===== config.mk =====
export PLATFORM = sky130hd
export DESIGN_NAME = stream_demux
export DESIGN_NICKNAME = d
export VERILOG_FILES = /design/src/rtl/stream_demux_pkg.sv /design/src/rtl/stream_demux_slot.sv /design/src/rtl/stream_demux.sv
export SDC_FILE = /design/constraint.sdc
export NUM_CORES = 1
export LEC_CHECK = 0
export CORE_AREA = 5 5 71 73
export CTS_BUF_LIST = sky130_fd_sc_hd__clkbuf_8
export CTS_CLUSTER_SIZE = 25
export DETAILED_ROUTE_END_ITERATION = 10
export DIE_AREA = 0 0 76 78
export PLACE_DENSITY = 0.75
export SETUP_SLACK_MARGIN = 0.1
export SYNTH_ARGS = -nofsm -noshare
export SYNTH_HDL_FRONTEND = slang
export SYNTH_SLANG_ARGS = --single-unit
export TNS_END_PERCENT = 30

===== constraint.sdc =====
create_clock -name clk -period 1.4 [get_ports clk]
set_input_delay 0.28 -clock clk [delete_from_list [all_inputs] [get_ports clk]]
set_output_delay 0.28 -clock clk [all_outputs]
set_load 0.1 [all_outputs]

===== src/rtl/stream_demux_pkg.sv =====
// Shared definitions for the registered 1-to-N stream demultiplexer.
// Optional broadcast support is enabled with the STREAM_DEMUX_BCAST_EN macro.
package stream_demux_pkg;

    // Occupancy of a per-channel one-entry output slot
    typedef enum logic {
        SLOT_EMPTY = 1'b0,
        SLOT_FULL  = 1'b1
    } slot_state_t;

    localparam int DEF_DATA_W = 8;
    localparam int DEF_NUM_CH = 4;
    localparam int DEF_CNT_W  = 8;

    // Base bit index of channel k inside the flattened out_data bus
    function automatic int ch_slice(input int k, input int data_w = DEF_DATA_W);
        return k * data_w;
    endfunction

endpackage


===== src/rtl/stream_demux_slot.sv =====
// One-entry output slot for a single demux channel.
// Holds one beat; can be drained and refilled in the same cycle.
module stream_demux_slot
    import stream_demux_pkg::*;
#(
    parameter int DATA_W = DEF_DATA_W
) (
    input  logic              clk,
    input  logic              rst_n,
    input  logic              load,
    input  logic [DATA_W-1:0] load_data,
    input  logic              out_ready,
    output logic              out_valid,
    output logic [DATA_W-1:0] out_data,
    output logic              can_accept
);

    slot_state_t       state_reg;
    logic [DATA_W-1:0] data_reg;

    // Slot FSM: load fills (or refills while draining), a drain without load empties
    always_ff @(posedge clk or negedge rst_n) begin
        if (!rst_n) begin
            state_reg <= SLOT_EMPTY;
            data_reg  <= '0;
        end else begin
            case (state_reg)
                SLOT_EMPTY: begin
                    if (load) begin
                        state_reg <= SLOT_FULL;
                        data_reg  <= load_data;
                    end
                end
                SLOT_FULL: begin
                    // A load while FULL only happens when the consumer takes the old beat
                    if (load) begin
                        data_reg <= load_data;
                    end else if (out_ready) begin
                        state_reg <= SLOT_EMPTY;
                    end
                end
                default: state_reg <= SLOT_EMPTY;
            endcase
        end
    end

    assign out_valid  = (state_reg == SLOT_FULL);
    assign out_data   = data_reg;
    assign can_accept = ~out_valid | out_ready;

endmodule


===== src/rtl/stream_demux.sv =====
// Registered 1-to-NUM_CH stream demultiplexer with valid/ready handshake.
// Beats whose select is out of range are accepted, discarded and counted.
// Define STREAM_DEMUX_BCAST_EN to add the in_bcast port (load all channels at once).
module stream_demux
    import stream_demux_pkg::*;
#(
    parameter int DATA_W = DEF_DATA_W,
    parameter int NUM_CH = DEF_NUM_CH,
    parameter int SEL_W  = $clog2(NUM_CH),
    parameter int CNT_W  = DEF_CNT_W
) (
    input  logic                     clk,
    input  logic                     rst_n,
    input  logic                     in_valid,
    output logic                     in_ready,
    input  logic [DATA_W-1:0]        in_data,
    input  logic [SEL_W-1:0]         in_sel,
`ifdef STREAM_DEMUX_BCAST_EN
    input  logic                     in_bcast,
`endif
    output logic [NUM_CH-1:0]        out_valid,
    input  logic [NUM_CH-1:0]        out_ready,
    output logic [NUM_CH*DATA_W-1:0] out_data,
    output logic [CNT_W-1:0]         drop_cnt
);

    logic [NUM_CH-1:0] can_accept;
    logic [NUM_CH-1:0] sel_hit;
    logic [NUM_CH-1:0] load;
    logic              sel_legal;
    logic              sel_ready;
    logic              bcast_act;
    logic              accept;
    logic              drop_inc;
    logic [CNT_W-1:0]  drop_cnt_reg;

`ifdef STREAM_DEMUX_BCAST_EN
    assign bcast_act = in_valid & in_bcast;
`else
    assign bcast_act = 1'b0;
`endif

    // Select decode; an out-of-range select hits no channel and is always ready
    always_comb begin
        sel_hit   = '0;
        sel_ready = 1'b1;
        for (int k = 0; k < NUM_CH; k++) begin
            if (in_sel == SEL_W'(k)) begin
                sel_hit[k] = 1'b1;
                sel_ready  = can_accept[k];
            end
        end
    end

    assign sel_legal = |sel_hit;
    assign in_ready  = bcast_act ? (&can_accept) : sel_ready;
    assign accept    = in_valid & in_ready;
    assign drop_inc  = accept & ~bcast_act & ~sel_legal;

    generate
        for (genvar gi = 0; gi < NUM_CH; gi++) begin : g_slot
            assign load[gi] = accept & (bcast_act | sel_hit[gi]);

            stream_demux_slot #(
                .DATA_W (DATA_W)
            ) u_slot (
                .clk        (clk),
                .rst_n      (rst_n),
                .load       (load[gi]),
                .load_data  (in_data),
                .out_ready  (out_ready[gi]),
                .out_valid  (out_valid[gi]),
                .out_data   (out_data[ch_slice(gi, DATA_W) +: DATA_W]),
                .can_accept (can_accept[gi])
            );
        end
    endgenerate

    // Saturating count of beats dropped for an out-of-range select
    always_ff @(posedge clk or negedge rst_n) begin
        if (!rst_n) begin
            drop_cnt_reg <= '0;
        end else if (drop_inc && (drop_cnt_reg != {CNT_W{1'b1}})) begin
            drop_cnt_reg <= drop_cnt_reg + CNT_W'(1);
        end
    end

    assign drop_cnt = drop_cnt_reg;

endmodule


==> results of run 1 <==
final cells by class:
| class | instances | area [um2] |
|---|---|---|
| multi-input combinational | 49 | 663 |
| timing repair buffer | 90 | 1330 |
| clock inverter | 2 | 12.5 |
| antenna | 1 | 2.50 |
| clock buffer | 5 | 68.8 |
| tap | 52 | 65.1 |
| fill | 241 | 1050 |
| sequential | 44 | 1100 |
routing by layer:
metal  vias up  global-route usage, %
met3         7                   7.06
li1        521                      -
met5         -                      0
met2        45                   27.1
met1       589                   18.2
met4         0                   4.09
per-stage QoR:
step | std cells | utilization [%]
after CTS | 239 | 73.7
after floorplan | 109 | -
after detailed placement | 224 | 67.6
final | 243 | 75.6
after global routing | 243 | 75.6
after global placement | 224 | 67.6
path summary, 6_finish.rpt:
path | start | end | slack (ns) | depth (start not counted)
max in group asynchronous | rst_n | g_slot[3].u_slot.out_valid | 0.46 | 3
max reg2reg | g_slot[0].u_slot.out_valid | g_slot[0].u_slot.out_data[7] | -0.16 | 5
max | g_slot[2].u_slot.out_valid | in_ready | -0.33 | 3
min | drop_cnt[7] | drop_cnt[7] | 0.44 | 0
min in group asynchronous | rst_n | drop_cnt[3] | 0.46 | 2
min reg2reg | drop_cnt[7] | drop_cnt[7] | 0.44 | 0
kinds of logic after synthesis:
logic type / after synthesis
DFF: 44
and+or+nand+nor: 14
AOI/OAI and AO/OA: 2
muxes: 33
buffers and inverters: 16
critical path, cell delays in order, from the launching register on:
cell and delay (ns):
dfrtp_1 0.41, nand2b_4 0.07, mux4_2 0.49, buf_12 0.19
synth_stat cells (2+ instances only):
cell and instances:
dfrtp_1 44, mux2_2 24, clkbuf_1 8, mux2_4 8, buf_4 4, nand2b_1 4, buf_2 3, nand2_1 3
nor2b_1 2, o21ai_0 2
repair_timing:
item | 4_1_cts | 5_1_grt
setup buffers | 8 | 4
hold endpoints to repair | 18 | 0
endpoints found under the setup margin | 34 | 37
hold buffers | 1 | 0
resized for setup | 38 | 16
report_power, final:
part           leakage (nW)  switching [W]  internal, W  total, W
logic                 0.978        0.00183      0.00117   0.00300
clock network        0.0400       0.000401     0.000337  0.000738
registers             0.543       0.000246      0.00147   0.00172
==> metrics.txt, run 1 <==
status=complete, but fails checks; failing checks=setup timing; ANT nets after route=0; worst skew pair latency=0.29 ns; Worst-path clk slew=roughly 0.08 ns; commonest non-fill, non-tap cell in the layout=buf_12; Synth async-reset ratio=100%; drt drc=0; Post-synth EDFFs=0; root buffer selected by CTS=clkbuf_8; WP data required=between 1 and 1.5 ns; synth top area cells=dfrtp_1 (64%), mux2_2 (16%), mux2_4 (7.0%); Post-Syn Instances=109; complex-gate fraction of the synthesized area=0.583%; Ys Warns=0; Row Count=24; gr ovfl total=0; Max FO, Critical Path=2; post-synth top area cell=dfrtp_1; top-area cell type share of the netlist area=64.1%; final hold viol count=0; Final GP Congestion=0.776; Clock Tree Buf Depth=2; Period minus WS final=1.73 ns; number of flip-flops in the largest register=32; adder-cell share of the synthesized area=0%; die footprint=0.00593 mm2; Setup violations, final=26; PortBufs=61; vias in the first global route=1,331; total track usage=15.9%; Post-Synth XOR/XNOR Area=0%; largest family of logic cells by synthesized area=multiplexers; Slew Viols, Final=0; unrepaired setup endpoints after global routing=true; commonest non-fill, non-tap cells in the layout=buf_12 (47), dfrtp_1 (44), mux2_4 (32); met3 routed WL=374 um; Hold Slack=0.438 ns; CTS tree=done; TritonRoute pass-1 iters=2; Setup CP Type=flop to primary output; min setup slack post-route=-0.328 ns; final net count=207; PD cells=1680 mW/mm2; Die Wd=around 76 um; Clock Skew=0.00248 ns; 1st-iter DRT viols=between 40 and 50; Via density=4.78; maximum vdd drop=slightly below 0.001 V; Post-synth top flop=dfrtp_1; global-route wire length before repair=between 7 and 8 mm; Max Used Layer=met4; Simple-Gate Fraction of Synth Area=under 10%; Slew HR=70.6%; Mapped Area=0.00172 mm2; unique cell type count in the Yosys netlist=17; largest net degree at the start of global routing=27; Tcrit/Tclk final=123%; WL met2=2.35 mm; Starting Density=40.0%; die height=78 um; P_leak=1.56 nW; Design Area, Final=between 0.003 and 0.004 mm2; fraction of layout cells with a size suffix above 1=roughly 65%; max cap viols=0; Crit. End Element=primary output; CTS H-Tree Depth=2; Fmax=around 0.58 GHz; vias after detailed routing=1,162; P&R area growth vs syn=89.1%; Avg WL per Cell=19.3 um; crit path launch type=flop; Detailed Place HPWL=3.39 mm; TritonCTS Buffers=5; Least-Margin Pin Slew=0.442 ns; Post-DP Area=0.00290 mm2; Worst EP arrival=1.45 ns; WL final=4.68 mm; initial antenna violation count=1; syn_nets=between 100 and 150; Min-Delay Path Class=flop to flop; Clock Sinks=44; mux cell area share after synthesis=24.3%; I/O pin count=a little over 60; Core ar.=0.00429 mm2; Post-Route Setup TNS=-2.90 ns; Seq/Total Area, Yosys=approximately 64%; Place WS=-0.545 ns; Synth Area per Inst=15.7 um2; Synth Register Bits=44; Power, Total=0.00546 W; Met1 Wirelength=1.87 mm
Note: power is estimated with default switching activity, not from simulation.
==> run 2, diff against run 1 <==
CORE_AREA = 5 5 55 94   (was 5 5 71 73)
DIE_AREA = 0 0 60 99   (was 0 0 76 78)
==> metrics.txt, run 2 (synthesis gave the netlist of run 1 again) <==
number of flip-flops in the largest register=32 (unchanged); maximum vdd drop=0.00118 V (was 0.000964 V); vias in the first global route=1,387 (was 1,331); commonest non-fill, non-tap cell in the layout=buf_12 (unchanged); final net count=201 (was 207); Inst Count DP=220 (was 224); global-route wire length before repair=7.38 mm (was 7.50 mm); ANT nets after route=0 (unchanged); most used routing layer=met2 (unchanged); PortBufs=61 (unchanged); R2R cell count=4 (was 5); final core occ=74.5% (was 75.6%); Worst EP arrival=1.47 ns (was 1.45 ns); register share of total power=30.4% (was 31.5%); Clock Skew=0.00864 ns (was 0.00248 ns); Setup violations, final=25 (was 26); Crit path largest cell delay=0.50 ns (was 0.49 ns); critical-path cell list=nand2b_4 -> mux4_2 -> buf_12 (unchanged); Hold Slack=0.330 ns (was 0.438 ns); Max FO, Critical Path=2 (unchanged); met1 Track Usage GR=17.8% (was 18.2%); Slew HR=70.7% (was 70.6%); GR met2 Demand/Resource=30.9% (was 27.1%); Hold Path Depth=2 (was 0); Post-Route Setup TNS=-1.18 ns (was -2.90 ns); Clock Tree Buf Depth=2 (unchanged); total track usage=16.8% (was 15.9%); worst setup path startpoint=g_slot[3].u_slot.out_valid (was g_slot[2].u_slot.out_valid); Min-Delay Startpoint=in_sel[0] (was drop_cnt[7]); Clock Sinks=44 (unchanged); drt drc=0 (unchanged); Global Route met3 Usage=4.59% (was 7.06%); fraction of layout cells with a size suffix above 1=64.9% (was 64.7%); Period minus WS final=1.75 ns (was 1.73 ns); I/O pin count=62 (unchanged); PD cells=1750 mW/mm2 (was 1680 mW/mm2); combinational power share=52.8% (was 55.0%); min setup slack post-route=-0.347 ns (was -0.328 ns); R2R setup slack=-0.07 ns (was -0.16 ns); Fmax=0.573 GHz (was 0.579 GHz); slowest CP cell=mux4_2 (unchanged); Slew Viols, Final=0 (unchanged); Filler cells=262 (was 241); max cap viols=0 (unchanged); final hold viol count=0 (unchanged); Crit. End Element=primary output (unchanged); die footprint=0.00594 mm2 (was 0.00593 mm2); failing checks=setup timing (unchanged); crit path launch type=flop (unchanged); TritonCTS Buffers=5 (unchanged); multi-input logic area=663 um2 (unchanged); Antenna Cells=0 (was 1); Pint=0.00316 W (was 0.00299 W); Critical R2R Capture=g_slot[0].u_slot.out_data[0] (was g_slot[0].u_slot.out_data[7]); Place WS=-0.578 ns (was -0.545 ns); CTS tree=done (unchanged); vias after detailed routing=1,134 (was 1,162); gr ovfl total=0 (unchanged); Starting Density=39.7% (was 40.0%); Die Wd=60 um (was 76 um); WP data required=1.12 ns (about the same); P_sw=0.00249 W (was 0.00248 W); Worst-path clk slew=0.08 ns (about the same); Tcrit/Tclk final=125% (was 123%); Min-Delay Path Class=input port to flop (was flop to flop); status=complete, but fails checks (unchanged); commonest non-fill, non-tap cells in the layout=buf_12 (46), dfrtp_1 (44), mux2_4 (32) (was buf_12 (47), dfrtp_1 (44), mux2_4 (32)); P&R area growth vs syn=87.8% (was 89.1%); Core ar.=0.00432 mm2 (was 0.00429 mm2); Final Non-Filler Cells=236 (was 243); initial antenna violation count=0 (was 1); WL final=4.61 mm (was 4.68 mm); Via density=4.81 (was 4.78); RR Startpoint=g_slot[0].u_slot.out_valid (unchanged); Avg WL per Cell=19.6 um (was 19.3 um); largest net degree at the start of global routing=28 (was 27); die height=99 um (was 78 um); sw frac=44.1% (was 45.3%); TritonRoute pass-1 iters=2 (unchanged); Final GP Congestion=0.807 (was 0.776); worst skew pair latency=0.29 ns (about the same); WHS Endpoint=g_slot[2].u_slot.out_valid (was drop_cnt[7]); Least-Margin Pin Slew=0.440 ns (was 0.442 ns); root buffer selected by CTS=clkbuf_8 (unchanged); Reg area=0.00110 mm2 (unchanged); Row Count=32 (was 24); unrepaired setup endpoints after global routing=true (unchanged); Clk pwr share=16.8% (was 13.5%); CTS H-Tree Depth=2 (unchanged); 1st-iter DRT viols=14 (was 45); P_leak=1.54 nW (was 1.56 nW); Detailed Place HPWL=3.36 mm (was 3.39 mm); Setup CP Type=flop to primary output (unchanged)
run 2: changes by cell type in the layout (fill, tap and decap cells not counted), sizes merged:
cell	change
clkbuf	+1
dlygate4sd2	-3
clkdlybuf4s15	+2
diode	-1
buf	-6
bufinv	+1
run 2: worst max path at each step:
stage	endpoint	slack (ns)	cells after the start
after global routing	in_ready	-0.38	3
after CTS	in_ready	-0.34	3
final	in_ready	-0.35	3
after floorplan	in_ready	-0.04	2
after detailed placement	in_ready	-0.58	3
after global placement	in_ready	-0.55	3
run 2: metrics by stage:
stage | total power [W] | instance area (um2)
2_1_floorplan | 0.00339 | 1730
3_3_place_gp | 0.00455 | 2880
3_5_place_dp | 0.00460 | 2880
4_1_cts | 0.00568 | 3170
5_1_grt | 0.00583 | 3220
6_report | 0.00565 | 3220
run 2: per-layer routing:
| metal | vias to the layer above | part of all wire (%) | wire [um] |
|---|---|---|---|
| li1 | 508 | - | - |
| met4 | 0 | 1.8 | 84 |
| met5 | - | 0 | 0 |
| met3 | 9 | 5.0 | 232 |
| met1 | 575 | 36 | 1660 |
| met2 | 42 | 57 | 2640 |
run 2: area by class of cell:
cell class	instances	area share, %
multi-input combinational	49	20.6
sequential	44	34.2
clock buffer	5	2.14
clock inverter	3	1.32
tap	51	1.98
timing repair buffer	84	39.8
run 2: critical path, delay by kind of cell, from the launching register on:
family,cells,cell delay [ns]
multiplexers,1,0.50
flip-flops,1,0.41
buffers and inverters,1,0.19
AND/OR/NAND/NOR,1,0.08
run 2: what timing repair did:
| item | CTS | global route |
|---|---|---|
| setup endpoints to repair | 34 | 37 |
| hold buffers | 1 | 0 |
| resized for setup | 45 | 13 |
| hold endpoints to repair | 17 | 0 |
| setup buffers | 5 | 4 |
run 2: power groups by stage:
stage	logic (W)	registers, W	clock network [W]
final	0.00298	0.00172	0.000951
after global placement	0.00284	0.00171	0
after global routing	0.00304	0.00174	0.00104
after floorplan	0.000355	0.00304	0
after CTS	0.00297	0.00172	0.000984
after detailed placement	0.00287	0.00173	0
==> run 3, diff against run 2 <==
CORE_AREA = 5 5 53 89   (was 5 5 55 94)
CTS_CLUSTER_SIZE = 20   (was 25)
DIE_AREA = 0 0 58 94   (was 0 0 60 99)
PLACE_DENSITY = 0.78   (was 0.75)
clock period = 2 ns   (was 1.4 ns; I/O delays follow)
==> metrics.txt, run 3 (synthesis gave the netlist of run 1 again) <==
status=finished, final reports clean (was complete, but fails checks); crit path launch type=input port (was flop); maximum vdd drop=0.00108 V (was 0.00118 V); I/O pin count=62 (unchanged); vias after detailed routing=1,063 (was 1,134); sw frac=49.0% (was 44.1%); CTS tree=done (unchanged); die height=94 um (was 99 um); TritonCTS Buffers=5 (unchanged); register share of total power=34.3% (was 30.4%); total track usage=15.8% (was 16.8%); Antenna Cells=0 (unchanged); WP data required=1.60 ns (was 1.12 ns); min setup slack post-route=0.146 ns (was -0.347 ns); Filler cells=315 (was 262); Inst Count DP=213 (was 220); Final Non-Filler Cells=222 (was 236); Setup violations, final=0 (was 25); vias in the first global route=1,222 (was 1,387); critical-path cell list=dlygate4sd2_1 -> nand2b_4 -> mux4_2 -> buf_12 (was nand2b_4 -> mux4_2 -> buf_12); die footprint=0.00545 mm2 (was 0.00594 mm2); Slew HR=66.7% (was 70.7%); fraction of layout cells with a size suffix above 1=59.2% (was 64.9%); commonest non-fill, non-tap cells in the layout=buf_4 (55), dfrtp_1 (44), mux2_2 (24) (was buf_12 (46), dfrtp_1 (44), mux2_4 (32)); Row Count=30 (was 32); PD cells=1360 mW/mm2 (was 1750 mW/mm2); number of flip-flops in the largest register=32 (unchanged); Die Wd=58 um (was 60 um); initial antenna violation count=0 (unchanged); Place WS=-0.0540 ns (was -0.578 ns); Fmax=0.539 GHz; Buf/Inv on CP=2 (was 1); Period minus WS final=1.85 ns; drt drc=0 (unchanged); Clock Skew=0.00214 ns (was 0.00864 ns); Worst-path clk slew=0.07 ns (was 0.08 ns); root buffer selected by CTS=clkbuf_8 (unchanged); max cap viols=0 (unchanged); global-route wire length before repair=6.33 mm (was 7.38 mm); Core ar.=0.00390 mm2 (was 0.00432 mm2); PortBufs=61 (unchanged); Avg WL per Cell=17.0 um (was 19.6 um); Final GP Congestion=0.841 (was 0.807); final net count=190 (was 201); Min-Delay Path Class=input port to async pin (was input port to flop); Starting Density=44.0% (was 39.7%); Max FO, Critical Path=3 (was 2); unrepaired setup endpoints after global routing=false (was true); Crit path largest cell delay=0.50 ns (about the same); TritonRoute pass-1 iters=2 (unchanged); combinational power share=49.2% (was 52.8%); Slew Viols, Final=0 (unchanged); Setup CP Type=input port to primary output (was flop to primary output); Detailed Place HPWL=2.93 mm (was 3.36 mm); Clock Tree Buf Depth=2 (unchanged); final hold viol count=0 (unchanged); Least-Margin Pin Slew=0.499 ns (was 0.440 ns); P_sw=0.00160 W (was 0.00249 W); slowest CP cell=mux4_2 (unchanged); Clock Sinks=44 (unchanged); Power, Total=0.00327 W (was 0.00565 W); Pint=0.00167 W (was 0.00316 W); largest net degree at the start of global routing=24 (was 28); gr ovfl total=0 (unchanged); Tcrit/Tclk final=92.7%; CTS H-Tree Depth=2 (unchanged); P_leak=1.20 nW (was 1.54 nW); delay-heaviest family, CP=multiplexers (unchanged); commonest non-fill, non-tap cell in the layout=buf_4 (was buf_12); Crit. End Element=primary output (unchanged); Via density=4.79 (was 4.81); 1st-iter DRT viols=3 (was 14); P&R area growth vs syn=40.2% (was 87.8%); Clk pwr share=16.5% (was 16.8%); ANT nets after route=0 (unchanged); WL final=3.78 mm (was 4.61 mm); Worst EP arrival=1.45 ns (was 1.47 ns); worst skew pair latency=0.28 ns (was 0.29 ns)
## run 3: cell types whose count changed in the layout (fill, tap and decap cells not counted), sizes merged
cell	previous run	this run
buf	68	58
clkdlybuf4s15	2	0
dlygate4sd2	4	6
inv	0	2
bufinv	1	0
clkdlybuf4s50	8	9
clkinv	1	0
clkinvlp	1	0
dlygate4sd3	1	0
## run 3: power by group through the flow
stage                     Clock, W  Sequential (W)  Combinational [W]
after CTS                 0.000557         0.00112            0.00162
after global placement           0         0.00112            0.00160
after detailed placement         0         0.00114            0.00162
after floorplan                  0         0.00213           0.000246
after global routing      0.000606         0.00114            0.00164
final                     0.000537         0.00112            0.00161
## run 3: metal layers
layer	vias up	track usage, %	share of wire (%)
li1	486	-	-
met1	533	16.7	35
met2	37	28.7	57
met3	7	4.13	5.8
met4	0	6.58	1.9
met5	-	0	0
## run 3: path summary, 6_finish.rpt
kind | slack, ns | from | cells after the start | endpoint
worst max register to register | 0.43 | g_slot[0].u_slot.out_valid | 5 | g_slot[0].u_slot.out_data[6]
min in group clk | 0.38 | drop_cnt[0] | 0 | drop_cnt[0]
worst min-delay path | 0.07 | rst_n | 1 | drop_cnt[3]
max in group asynchronous | 1.38 | rst_n | 2 | g_slot[3].u_slot.out_data[3]
worst max-delay path | 0.15 | out_ready[3] | 4 | in_ready
worst min register to register | 0.38 | drop_cnt[0] | 0 | drop_cnt[0]
## run 3: stage by stage
stage               hold slack, ns  instance area, um2  TNS (ns)  util, %
floorplan                    0.104                1710         0        -
global placement             0.366                2290    -0.260     58.6
detailed placement           0.369                2290    -0.424     58.6
CTS                         0.0817                2410         0     61.7
global route                0.0910                2410         0     61.7
finish                      0.0737                2410         0     61.7
## run 3: cell type report
type	instances	area, um2	share of cell area (%)
Clock buffer	6	82.6	3.43
Clock inverter	2	7.51	0.312
Multi-Input combinational cell	49	556	23.1
Sequential cell	44	1100	45.7
Tap cell	48	60.1	2.49
Timing Repair Buffer	73	601	24.9
## run 3: timing repair
item,in CTS,in global routing
gates resized for setup,10,0
buffers inserted,1,0
hold buffers,0,0
endpoints found under the setup margin,1,0
endpoints found under the hold margin,0,0
